`src/rtl/suav_pkg.sv`:
```
// Shared constants and helpers for the suav_vote_n sliding-window vote filter.
// Latency: n/a (package only).
// Backpressure: n/a (package only).
package suav_pkg;

    localparam int DEF_CH     = 4;
    localparam int DEF_WIN    = 8;
    localparam int DEF_TH_ON  = 5;
    localparam int DEF_TH_OFF = 3;

    // Ceiling log2, usable in constant expressions (port widths, localparams).
    function automatic int clog2(input int v);
        int r;
        r = 0;
        for (int i = 0; i < 31; i++) begin
            if ((1 << i) < v) begin
                r = i + 1;
            end
        end
        return r;
    endfunction

    // Legal configuration: window of at least two samples and
    // 0 <= TH_OFF < TH_ON <= WIN so the hysteresis band is non-empty.
    function automatic bit params_ok(input int ch, input int win, input int th_on, input int th_off);
        return (ch >= 1) && (win >= 2) && (th_off >= 0) && (th_off < th_on) && (th_on <= win);
    endfunction

endpackage

```
`src/rtl/suav_chan.sv`:
```
// One filter channel: WIN-deep sample window, exact ones count, hysteresis output, edge pulses.
// Latency: a sample taken on an edge is reflected in count/out/rise/fall right after that edge.
// Backpressure: none; i_en is a sample strobe and everything holds while it is low (pulses still clear).
module suav_chan
    import suav_pkg::*;
#(
    parameter int WIN    = DEF_WIN,
    parameter int TH_ON  = DEF_TH_ON,
    parameter int TH_OFF = DEF_TH_OFF
) (
    input  logic                       i_clk,
    input  logic                       i_rst,
    input  logic                       i_en,
    input  logic                       i_in,
    output logic                       o_out,
    output logic                       o_rise,
    output logic                       o_fall,
    output logic [clog2(WIN+1)-1:0]    o_cnt
);

    localparam int CW = clog2(WIN + 1);
    localparam logic [CW-1:0] TH_ON_C  = CW'(TH_ON);
    localparam logic [CW-1:0] TH_OFF_C = CW'(TH_OFF);

    // Bit 0 is the newest sample, bit WIN-1 the oldest.
    logic [WIN-1:0] r_win;
    logic [CW-1:0]  r_cnt;
    logic           r_out;
    logic           r_rise;
    logic           r_fall;

    logic [CW-1:0]  w_cnt_nxt;
    logic           w_set;
    logic           w_clr;

    // Next count and hysteresis decision; the count is exact so modular arithmetic never wraps.
    always_comb begin
        w_cnt_nxt = r_cnt + CW'(i_in) - CW'(r_win[WIN-1]);
        w_set     = !r_out && (w_cnt_nxt >= TH_ON_C);
        w_clr     =  r_out && (w_cnt_nxt <= TH_OFF_C);
    end

    // Window, count and output state; reset forces out low without a fall pulse.
    always_ff @(posedge i_clk) begin
        if (i_rst) begin
            r_win  <= '0;
            r_cnt  <= '0;
            r_out  <= 1'b0;
            r_rise <= 1'b0;
            r_fall <= 1'b0;
        end else begin
            r_rise <= 1'b0;
            r_fall <= 1'b0;
            if (i_en) begin
                r_win <= {r_win[WIN-2:0], i_in};
                r_cnt <= w_cnt_nxt;
                if (w_set) begin
                    r_out  <= 1'b1;
                    r_rise <= 1'b1;
                end else if (w_clr) begin
                    r_out  <= 1'b0;
                    r_fall <= 1'b1;
                end
            end
        end
    end

    assign o_out  = r_out;
    assign o_rise = r_rise;
    assign o_fall = r_fall;
    assign o_cnt  = r_cnt;

endmodule

```
`src/rtl/suav_vote_n.sv`:
```
// Multi-channel sliding-window vote filter with hysteresis and rise/fall pulses, plus a primed flag.
// Latency: outputs registered; a sample on edge k is visible immediately after edge k.
// Backpressure: none; i_en gates sampling, all state holds while it is low.
module suav_vote_n
    import suav_pkg::*;
#(
    parameter int CH     = DEF_CH,
    parameter int WIN    = DEF_WIN,
    parameter int TH_ON  = DEF_TH_ON,
    parameter int TH_OFF = DEF_TH_OFF
) (
    input  logic                          i_clk,
    input  logic                          i_rst,
    input  logic                          i_en,
    input  logic [CH-1:0]                 i_in,
    output logic [CH-1:0]                 o_out,
    output logic [CH-1:0]                 o_rise,
    output logic [CH-1:0]                 o_fall,
    output logic [CH*clog2(WIN+1)-1:0]    o_cnt,
    output logic                          o_primed
);

    localparam int CW = clog2(WIN + 1);
    localparam logic [CW-1:0] WIN_C = CW'(WIN);

    if (!params_ok(CH, WIN, TH_ON, TH_OFF)) begin : g_bad_params
        $error("suav_vote_n: illegal CH/WIN/TH_ON/TH_OFF combination");
    end

    logic [CW-1:0] r_scnt;
    logic          r_primed;

    // Shared sample counter saturating at WIN; primed latches when the window first fills.
    always_ff @(posedge i_clk) begin
        if (i_rst) begin
            r_scnt   <= '0;
            r_primed <= 1'b0;
        end else if (i_en && (r_scnt != WIN_C)) begin
            r_scnt   <= r_scnt + CW'(1);
            r_primed <= (r_scnt == (WIN_C - CW'(1)));
        end
    end

    assign o_primed = r_primed;

    for (genvar i = 0; i < CH; i++) begin : g_chan
        logic [CW-1:0] w_cnt;

        suav_chan #(
            .WIN    (WIN),
            .TH_ON  (TH_ON),
            .TH_OFF (TH_OFF)
        ) u_chan (
            .i_clk  (i_clk),
            .i_rst  (i_rst),
            .i_en   (i_en),
            .i_in   (i_in[i]),
            .o_out  (o_out[i]),
            .o_rise (o_rise[i]),
            .o_fall (o_fall[i]),
            .o_cnt  (w_cnt)
        );

        assign o_cnt[i*CW +: CW] = w_cnt;
    end

endmodule

```
`config.mk`:
```
export PLATFORM = sky130hd
export DESIGN_NAME = suav_vote_n
export DESIGN_NICKNAME = d
export VERILOG_FILES = /design/src/rtl/suav_pkg.sv /design/src/rtl/suav_chan.sv /design/src/rtl/suav_vote_n.sv
export SDC_FILE = /design/constraint.sdc
export NUM_CORES = 1
export LEC_CHECK = 0
export ABC_AREA = 1
export CORE_UTILIZATION = 50
export DETAILED_ROUTE_END_ITERATION = 12
export DONT_BUFFER_PORTS = 1
export PLACE_DENSITY = 0.69
export SLEW_MARGIN = 5
export SYNTH_ARGS = -nofsm -noshare
export SYNTH_HDL_FRONTEND = slang
export SYNTH_SLANG_ARGS = --single-unit
export TNS_END_PERCENT = 20
```
`constraint.sdc`:
```
create_clock -name i_clk -period 5.4 [get_ports i_clk]
set_input_delay 1.62 -clock i_clk [delete_from_list [all_inputs] [get_ports i_clk]]
set_output_delay 1.62 -clock i_clk [all_outputs]
set_load 0.03 [all_outputs]
```
# --- After elaboration in Yosys (flattened, before gate mapping) ---
# Cells that the tools add are included.
op_classes:
  n_addsub: 9
  multipliers: 0
  div: 0
  order_cmp: 8
  eq_ne: 2
  n_shift: 0
  mux: 16
  n_bitwise: 1
  reduce_logical: 26
ops:
  columns: ["cell", "n"]
  rows:
  - ["$add 4x1->4", 4]
  - ["$ge 4x3->1 const B", 4]
  - ["$le 4x2->1 const B", 4]
  - ["$mux 1", 16]
  - ["$sub 4x1->4", 4]
  - ["$reduce_or 3->1", 4]
  - ["$logic_and 1x1->1", 9]
  - ["$reduce_and 2->1", 4]
  - ["$reduce_bool 2->1", 4]
  - ["$add 4x1->4 const B", 1]
  - ["$eq 4x3->1 const B", 1]
  - ["$logic_not 1->1", 4]
  - ["$ne 4x4->1 const B", 1]
  - ["$reduce_or 2->1", 1]
  - ["$not 1->1", 1]
word_totals:
  regBits: 65
  latch_bits: 0
  ram_bits: 0
  rom_bits: 0
  in_bits: 7
  n_memories: 0

# --- Longest topological paths before layout ---
# Gate-level depths: netlist (run 1).
logic_depth:
  word_depth: 6
  mapped_depth: 13
  depth_no_buf: 13

# --- Modules after synthesis ---
# Synthesis (run 1) repeated with hierarchy kept, for this count alone.
hier_totals:
  hier_cells: 424
  area_unflattened_um2: 3175.5
modules_own_cells:
  columns: ["module", "n_inst", "cells_per_inst", "area_per_inst_um2", "seq_area_each_um2"]
  rows:
  - ["suav_chan at g_chan[2].u_chan ...", 2, 96, 737.0, 300.3]
  - ["suav_chan at g_chan[0].u_chan ...", 2, 96, 714.4, 300.3]
  - ["suav_vote_n", 1, 40, 272.8, 100.1]

# --- Least setup slack after synthesis (run 1) ---
# Ideal clock, no wire load.
synth_timing:
  kind: "input port to flip-flop"
  start: "input port i_in[2]"
  end: "register g_chan[2].u_chan.r_out"
  setup_ps: 112
  arrival_time_ps: 2647
  path_slack_ps: 2641
  cell_stages: 8
  path_buffers: 0
  cell_sequence: "ha_1 > inv_1 > fa_1 > inv_1 > o21ai_0 > nand3_1 > nand2_1 > nand2_1"
synth_between:
  elab_chain_cells: 6
  word_cells_on_any_way: 9
synth_rtl:
  columns: ["item", "line", "text"]
  rows:
  - ["from (decl)", "suav_vote_n.sv:15", "input logic [CH-1:0] i_in,"]
  - ["$add 4x1->4 (*)", "suav_chan.sv:38", "w_cnt_nxt = r_cnt + CW'(i_in) - CW'(r_win[WIN-1]);"]
  - ["$sub 4x1->4 (*)", "suav_chan.sv:38", null]
  - ["$le 4x2->1 or $ge 4x3->1 (tied branches)", "suav_chan.sv:40, suav_chan.sv:39", null]
  - ["$logic_and 1x1->1 (on tied branches)", "suav_chan.sv:40, suav_chan.sv:39", null]
  - ["$reduce_bool 2->1 (no line)", null, null]
  - ["$reduce_and 2->1 (no line)", null, null]
  - ["to (signal assigned)", "suav_chan.sv:48", "r_out <= 1'b0;"]
  - ["to (signal assigned)", "suav_chan.sv:58", "r_out <= 1'b1;"]
  - ["to (signal assigned)", "suav_chan.sv:61", "r_out <= 1'b0;"]
  - ["to (decl)", "suav_chan.sv:28", "logic r_out;"]
# Mark *: on every way between the ends. The rest lies on a longest branch, timed or not.
# A chain may end at the register's enable or synchronous reset.

# --- Worst setup path in the final report (run 1) ---
layout_timing:
  start: "register g_chan[1].u_chan.r_cnt[1]"
  end: "output port o_cnt[5]"
layout_lines:
  columns: ["item", "line", "text"]
  rows:
  - ["from (decl)", "suav_chan.sv:27", "logic [CW-1:0] r_cnt;"]
  - ["from (signal assigned)", "suav_chan.sv:56", "r_cnt <= w_cnt_nxt;"]
  - ["to (decl)", "suav_vote_n.sv:19", "output logic [CH*clog2(WIN+1)-1:0] o_cnt,"]
# No word-level cell between the ends.

==> results of run 1 <==
==> cells in the mapped netlist, drive strengths merged <==
library cell	n	area (um^2)
dfxtp	65	1301
clkbuf	8	30.03
fa	4	80.08
nand4	1	6.260
nor3	5	25.02
o21ai	45	225.2
nand3	24	120.1
inv	67	251.5
xor2	2	17.52
o211ai	4	30.03
or2	1	6.260
ha	18	225.2
xnor2	2	17.52
nor2	87	326.6
nand2	58	225.2
a21oi	14	70.07
buf	21	152.6
==> routing by layer <==
metal,share of wire [%],vias to the layer above,track usage [%]
met3,4.2,9,4.270
met5,0,-,0
li1,-,1273,-
met4,2.1,0,10.18
met2,42,36,27.23
met1,52,1025,22.42
==> cell usage in the layout (no fill, tap or decap) <==
| cell | n |
|---|---|
| clkbuf_1 | 2 |
| nand3_1 | 24 |
| nand2_1 | 57 |
| nand4_1 | 1 |
| inv_1 | 64 |
| clkbuf_8 | 10 |
| or2_2 | 1 |
| a21oi_1 | 14 |
| xor2_1 | 2 |
| bufinv_16 | 2 |
| o21ai_0 | 45 |
| ha_1 | 18 |
| o211ai_1 | 4 |
| inv_2 | 3 |
| fa_1 | 4 |
| nor2_1 | 87 |
| nand2_4 | 1 |
| nor3_1 | 5 |
| clkinv_2 | 1 |
| dfxtp_1 | 65 |
| xnor2_1 | 2 |
==> sequential cells by signal, summed over array words and instances, names as in the netlist <==
signal,flops
o_primed,1
g_chan.u_chan.o_out,4
g_chan.u_chan.o_fall,4
r_scnt,4
g_chan.u_chan.o_cnt,16
g_chan.u_chan.o_rise,4
g_chan.u_chan.r_win,32
==> cell type report <==
cell class / count / area share, %
Clock inverter: 3 / 2.013
Multi-Input combinational cell: 265 / 42.55
Tap cell: 75 / 2.904
Clock buffer: 12 / 4.491
Inverter: 67 / 7.782
Sequential cell: 65 / 40.26
==> cells by family (layout without fill, tap and decap cells) <==
family / Yosys count / count (layout) / share of synthesized area [%]
buffers and inverters: 96 / 82 / 13.96
AND/OR/NAND/NOR: 176 / 176 / 22.81
adder cells (fa/ha/maj): 22 / 22 / 9.815
XOR/XNOR: 4 / 4 / 1.127
flip-flops: 65 / 65 / 41.83
AO/OA/AOI/OAI: 63 / 63 / 10.46
==> stage by stage <==
step	cell area, um^2	total power, W	worst slack (ns)	hold slack, ns
after global placement	3022	0.0008085	2.565	0.4579
after detailed placement	3022	0.0008142	2.521	0.4641
after global routing	3232	0.001321	2.771	0.4901
after floorplan	3110	0.0008037	2.641	0.4495
final	3232	0.001242	2.818	0.4719
after CTS	3232	0.001256	2.799	0.4744
==> power by group through the flow <==
stage / clock network, W / registers [W] / logic (W)
CTS: 0.000452 / 0.000611 / 0.000194
floorplan: 0 / 0.000584 / 0.000220
global route: 0.000470 / 0.000618 / 0.000234
detailed placement: 0 / 0.000621 / 0.000193
global placement: 0 / 0.000620 / 0.000188
finish: 0.000439 / 0.000610 / 0.000193
==> how the worst max path moves through the flow <==
stage | start | to | slack, ns | cells after the start
after floorplan | i_in[2] | g_chan[2].u_chan.o_out | 2.64 | 8
after global placement | i_in[3] | g_chan[3].u_chan.o_out | 2.56 | 8
after detailed placement | i_in[3] | g_chan[3].u_chan.o_out | 2.52 | 8
after CTS | g_chan[1].u_chan.o_cnt[1] | o_cnt[5] | 2.80 | 0
after global routing | i_in[3] | g_chan[3].u_chan.o_out | 2.77 | 8
final | g_chan[1].u_chan.o_cnt[1] | o_cnt[5] | 2.82 | 0
==> metrics.txt, run 1 <==
fill cell count 581; ant diodes 0; YS warnings 0; number of synthesized register bits 65; syn nets 455; largest net degree at the start of global routing 60; crit path time final 2.582 ns; placed insts 472; Max Cap Violations 0; sequential share of power 49.1%; CTS Hold Buffers Added 0; Worst Hold Launch g_chan[3].u_chan.r_win[4]; Peak VDD IR 0.0002135 V; WHS Endpoint g_chan[3].u_chan.r_win[5]; RSZ-0062 raised after global routing no; clock buffer count from CTS 9; Tcrit/Tclk final 47.82%; DR WL/cell 10.49 um; RR Startpoint g_chan[3].u_chan.o_cnt[0]; initial antenna violation count 0; syn_area_per_cell 7.302 um^2; IO buf count 0; Clock Skew 0.007446 ns; area of the multi-input gates 0.001375 mm^2; fin cells 487; global-route usage over all layers 17.67%; RR Endpoint g_chan[3].u_chan.o_out; Area growth syn-to-layout 3.902%; Via density 4.811; PD cells 384.3 mW/mm^2; power share of the clock group 35.4%; via count 2,343; number of H-tree levels 3; Reg2Reg Depth 11; transition time at the pin with the least slew margin 0.7252 ns; Iteration-0 DRC Markers 132; internal power 0.0008711 W; TritonCTS clock tree built; DRC 0; final setup fails 0; Worst Path Required 3.78 ns; Bufs on Longest Clock Path 2; Seq/Total Area, Yosys 41.83%; worst hold path type reg -> reg; total die area 0.006541 mm^2; Syn Std Cell Area 0.003110 mm^2; endpoints failing hold 0; ANT nets after route 0; GPL Wtd Cong 0.7296; Detailed Place HPWL 3.349 mm; outcome complete, no violations; Util after Layout 54.26%; Max Slew Vio Count 0; Setup Crit Path Kind reg -> out; arrival time at the worst endpoint 0.96 ns; Synth cell types 21; # rows 28; R2R Setup Slk 3.17 ns; f_max 0.3873 GHz; WHS Path Cells 2; Die X-Extent 80.88 um; switch share 29.86%; Lkg Pwr 1.604 nW; Post-Route WL 5.108 mm; share of layout cells above drive strength 1 4.369%; switching pwr 0.0003708 W; relative slew slack 51.58%; CTS sink cnt 65; combinational power share 15.5%; CP Capture Type output pin; DRT Pass-1 Iters 4; Worst-Skew Late Latency 0.33 ns; Die Y 80.88 um; cts repair resizes 0; Reg clk slew, reported paths 0.07 ns; Reg area 0.001301 mm^2; first-pass GRT wire length 8.976 mm; vias in the first global route 2,105; postcts setup bufs 0; final net count 437; grt ovf 0; Syn Inst Count 426; Starting Density 52.23%; Worst Setup Start Kind flop; root buf cell clkbuf_8; Core Area 0.005956 mm^2; CP Max Fanout 5; # IOs 36; Setup TNS 0 ns
Note: power is estimated with default switching activity, not from simulation.
==> inputs of run 2 (changes only) <==
==> constraint.sdc (replaced) <==
create_clock -name i_clk -period 2.56 [get_ports i_clk]
set_input_delay 0.768 -clock i_clk [delete_from_list [all_inputs] [get_ports i_clk]]
set_output_delay 0.768 -clock i_clk [all_outputs]
set_load 0.03 [all_outputs]
==> metrics.txt, run 2 (same netlist as run 1, synthesis figures left out) <==
outcome complete, no violations; fin cells 493; PD cells 804.0 mW/mm^2; Max Slew Vio Count 0; f_max 0.5131 GHz; most frequent cells in the layout nor2_1 (87), dfxtp_1 (65), inv_1 (64); total die area 0.006541 mm^2; Core Area 0.005956 mm^2; Reg clk slew, reported paths 0.07 ns; Bufs and invs on worst path 4; Util after Layout 55.04%; postcts setup bufs 0; cts repair resizes 0; ANT nets after route 0; Setup Crit Path Kind reg -> reg; Tcrit/Tclk final 76.13%; Starting Density 52.23%; critical path's slowest cell fa_1; endpoints failing hold 0; first-pass GRT wire length 9.149 mm; # IOs 36; Fin Hold WS 0.4796 ns; via count 2,347; GPL Wtd Cong 0.7297; Via density 4.761; transition time at the pin with the least slew margin 0.6666 ns; ant diodes 0; slowest stage delay, CP 0.50 ns; grt ovf 0; clock buffer count from CTS 9; initial antenna violation count 0; final net count 442; Reg with most FFs g_chan.u_chan.r_win; most common cell after layout, fill and taps aside nor2_1; Clock Skew 0.004238 ns; Total Power 0.002636 W; final setup fails 0; DRT Pass-1 Iters 4; Die X-Extent 80.88 um; CTS sink cnt 65; DRC 0; Area growth syn-to-layout 5.390%; relative slew slack 55.49%; DR WL/cell 10.21 um; RSZ-0062 raised after global routing no; Worst Path Required 2.79 ns; arrival time at the worst endpoint 2.18 ns; CP Max Fanout 2; Post-Route WL 5.032 mm; # rows 28; delay-heaviest family, CP adder cells; Max Cap Violations 0; Peak VDD IR 0.0005402 V; share of layout cells above drive strength 1 6.220%; Setup TNS 0 ns; vias in the first global route 2,139; Worst Setup Start Kind flop; worst hold path type reg -> reg; global-route usage over all layers 18.08%; CP most frequent cell inv_1; crit path time final 1.949 ns; CTS Hold Buffers Added 0; Die Y 80.88 um; placed insts 477; Iteration-0 DRC Markers 124; largest net degree at the start of global routing 60; Bufs on Longest Clock Path 2; CP Capture Type flop; max reg flops 32; number of H-tree levels 3; TritonCTS clock tree built; crit-path cells inv_1 -> ha_1 -> inv_1 -> ha_1 -> inv_1 -> fa_1 -> inv_1 -> o21ai_0 -> nand3_1 -> nand2_1 -> nand2_1; Detailed Place HPWL 3.344 mm; IO buf count 0; root buf cell clkbuf_8; Lkg Pwr 1.632 nW; Worst-Skew Late Latency 0.33 ns; fill cell count 567
[run 2: cell count changes in the layout (fill, tap and decap cells not counted), sizes merged]
cell / before / now
clkbuf: 12 / 9
clkinvlp: 0 / 1
buf: 0 / 5
clkinv: 1 / 4
[run 2: where the power goes]
group	total (W)	switching, W	internal [W]
Clock	0.000936	0.000389	0.000547
Sequential	0.00127	0.000166	0.00110
Combinational	0.000429	0.000257	0.000172
[run 2: final cells by class]
cell class | instances | area [um^2] | area share (%)
clock buffer | 9 | 123.9 | 3.779
clock inverter | 7 | 95.09 | 2.901
inverter | 67 | 251.5 | 7.672
multi-input combinational | 265 | 1375 | 41.95
sequential | 65 | 1301 | 39.69
tap | 75 | 93.84 | 2.863
timing repair buffer | 5 | 37.54 | 1.145
[run 2: worst paths after layout]
kind | startpoint | to | slack (ns) | cells past startpoint
worst min-delay path | g_chan[0].u_chan.r_win[0] | g_chan[0].u_chan.r_win[1] | 0.48 | 2
worst max-delay path | g_chan[3].u_chan.o_cnt[0] | g_chan[3].u_chan.o_out | 0.61 | 11
worst max register to register | g_chan[3].u_chan.o_cnt[0] | g_chan[3].u_chan.o_out | 0.61 | 11
worst min register to register | g_chan[0].u_chan.r_win[0] | g_chan[0].u_chan.r_win[1] | 0.48 | 2
[run 2: layer usage]
metal	track usage (%)	share of wire [%]	vias up
li1	-	-	1288
met1	23.27	52	1009
met2	27.82	41	39
met3	4.382	3.8	11
met4	9.643	2.3	0
met5	0	0	-
[run 2: through the flow]
stage          area, um^2  worst slack, ns
3_3_place_gp         3059           0.5703
3_5_place_dp         3059           0.5406
5_1_grt              3278           0.4185
2_1_floorplan        3110           0.5029
4_1_cts              3278           0.5974
6_report             3278           0.6111
[run 2: worst register-to-register path, stage by stage (launching register included)]
cell and delay [ns]:
dfxtp_1 0.33, inv_1 0.06, ha_1 0.28, inv_1 0.05, ha_1 0.15, inv_1 0.06, fa_1 0.50, inv_1 0.04
o21ai_0 0.15, nand3_1 0.10, nand2_1 0.08, nand2_1 0.05
==> inputs of run 3 (changes only) <==
==> constraint.sdc (replaced) <==
create_clock -name i_clk -period 1.8 [get_ports i_clk]
set_input_delay 0.54 -clock i_clk [delete_from_list [all_inputs] [get_ports i_clk]]
set_output_delay 0.54 -clock i_clk [all_outputs]
set_load 0.03 [all_outputs]
==> metrics.txt, run 3 (same netlist as run 1, synthesis figures left out) <==
Reg clk slew, reported paths 0.07 ns; Die X-Extent 80.88 um; Tcrit/Tclk final 99.89%; placed insts 489; Post-Route WL 5.636 mm; TritonCTS clock tree built; most common cell after layout, fill and taps aside nor2_1; Worst Setup Start Kind flop; most frequent cells in the layout nor2_1 (85), dfxtp_1 (58), nand2_1 (53); slowest stage delay, CP 0.53 ns; relative slew slack 71.95%; Worst-Skew Late Latency 0.34 ns; final net count 455; share of layout cells above drive strength 1 19.26%; placement-stage cell area 0.003274 mm^2; via count 2,462; clock buffer count from CTS 9; grt ovf 0; largest net degree at the start of global routing 60; Reg with most FFs g_chan.u_chan.r_win; number of H-tree levels 3; max reg flops 32; Max Slew Vio Count 0; fin cells 506; # IOs 36; Max Cap Violations 0; met3 WL post-DR 253 um; DRT Pass-1 Iters 4; Iteration-0 DRC Markers 102; IO buf count 0; f_max 0.5562 GHz; Clock Skew 0.009692 ns; # rows 28; Starting Density 52.23%; Die Y 80.88 um; CP Capture Type flop; top routing layer in use met4; root buf cell clkbuf_8; Lkg Pwr 1.703 nW; Setup Crit Path Kind reg -> reg; Via density 4.866; vias in the first global route 2,174; PD cells 1089 mW/mm^2; Detailed Place HPWL 3.686 mm; first-pass GRT wire length 9.377 mm; CP Max Fanout 2; initial antenna violation count 0; metal1 wirelength 2.844 mm; crit-path cells inv_4 -> ha_4 -> inv_2 -> ha_4 -> inv_2 -> fa_2 -> inv_2 -> o21ai_2 -> nand3_1 -> nand2_1 -> nand2_1; Area growth syn-to-layout 14.68%; ant diodes 0; Peak VDD IR 0.0006612 V; total die area 0.006541 mm^2; Core Area 0.005956 mm^2; Worst Path Required 2.03 ns; RSZ-0062 raised after global routing yes; Fin Hold WS 0.2594 ns; transition time at the pin with the least slew margin 0.4202 ns; endpoints failing hold 0; CP most frequent cell inv_2; arrival time at the worst endpoint 2.03 ns; GPL Wtd Cong 0.7560; fin area 0.003567 mm^2; crit path time final 1.798 ns; final setup fails 0; ANT nets after route 0; CTS sink cnt 65; global-route usage over all layers 18.68%; critical path's slowest cell fa_2; DR WL/cell 11.14 um; wire length on met2 2.447 mm; DRC 0; worst hold path type in -> reg; fill cell count 541; Bufs on Longest Clock Path 2; outcome complete, no violations
run 3: cell types whose count changed in the layout (fill, tap and decap cells not counted), sizes merged:
| cell | before | now |
|---|---|---|
| buf | 5 | 18 |
| bufinv | 2 | 1 |
| clkbuf | 9 | 14 |
| clkinv | 4 | 1 |
| clkinvlp | 1 | 0 |
run 3: area by class of cell:
type	instances	area, um^2	share of cell area (%)
clock inverters	2	35.03	0.9821
inverters	67	261.5	7.331
repair buffers	18	147.6	4.139
clock buffers	14	172.7	4.840
flip-flops and latches	65	1320	37.00
multi-input cells	265	1536	43.07
well taps	75	93.84	2.631
run 3: worst paths after layout:
kind | cells past startpoint | slack, ns | endpoint | from
worst min register to register | 2 | 0.48 | g_chan[2].u_chan.r_win[5] | g_chan[2].u_chan.r_win[4]
worst max register to register | 11 | 0.002 | g_chan[3].u_chan.o_out | g_chan[3].u_chan.o_cnt[0]
worst min-delay path | 1 | 0.26 | g_chan[0].u_chan.o_fall | i_rst
worst max-delay path | 11 | 0.002 | g_chan[3].u_chan.o_out | g_chan[3].u_chan.o_cnt[0]
run 3: metal layers:
layer / track usage [%] / up-vias
li1: - / 1310
met1: 23.56 / 1108
met2: 28.91 / 37
met3: 6.292 / 7
met4: 8.036 / 0
met5: 0 / -
run 3: where the power goes:
group | switching (W) | internal, W | total (W)
clock network | 0.000542 | 0.000753 | 0.00129
logic | 0.000484 | 0.000341 | 0.000825
registers | 0.000194 | 0.00157 | 0.00177
total | 0.00122 | 0.00267 | 0.00389
run 3: metrics by stage:
step	TNS [ns]	worst slack, ns	util, %	total power [W]
2_1_floorplan	-0.07032	-0.02041	-	0.002457
3_3_place_gp	-0.09493	-0.02963	54.98	0.002529
3_5_place_dp	-0.2342	-0.04449	54.98	0.002558
4_1_cts	-0.05736	-0.02419	58.91	0.003862
5_1_grt	-0.5058	-0.08076	59.89	0.004116
6_report	0	0.001977	59.89	0.003885
run 3: timing repair:
action | 4_1_cts | 5_1_grt
gates resized for setup | 7 | 18
hold endpoints to repair | 0 | 0
setup buffers | 1 | 0
pin swaps | 15 | 9
hold buffers | 0 | 0
endpoints found under the setup margin | 8 | 13
run 3: worst max-delay path: cells and delay by family (launching register included):
kind | cells | cell delay, ns
simple gates | 3 | 0.21
flops | 1 | 0.36
fa+ha+maj | 3 | 0.85
compound gates | 1 | 0.10
buf+inv | 4 | 0.17
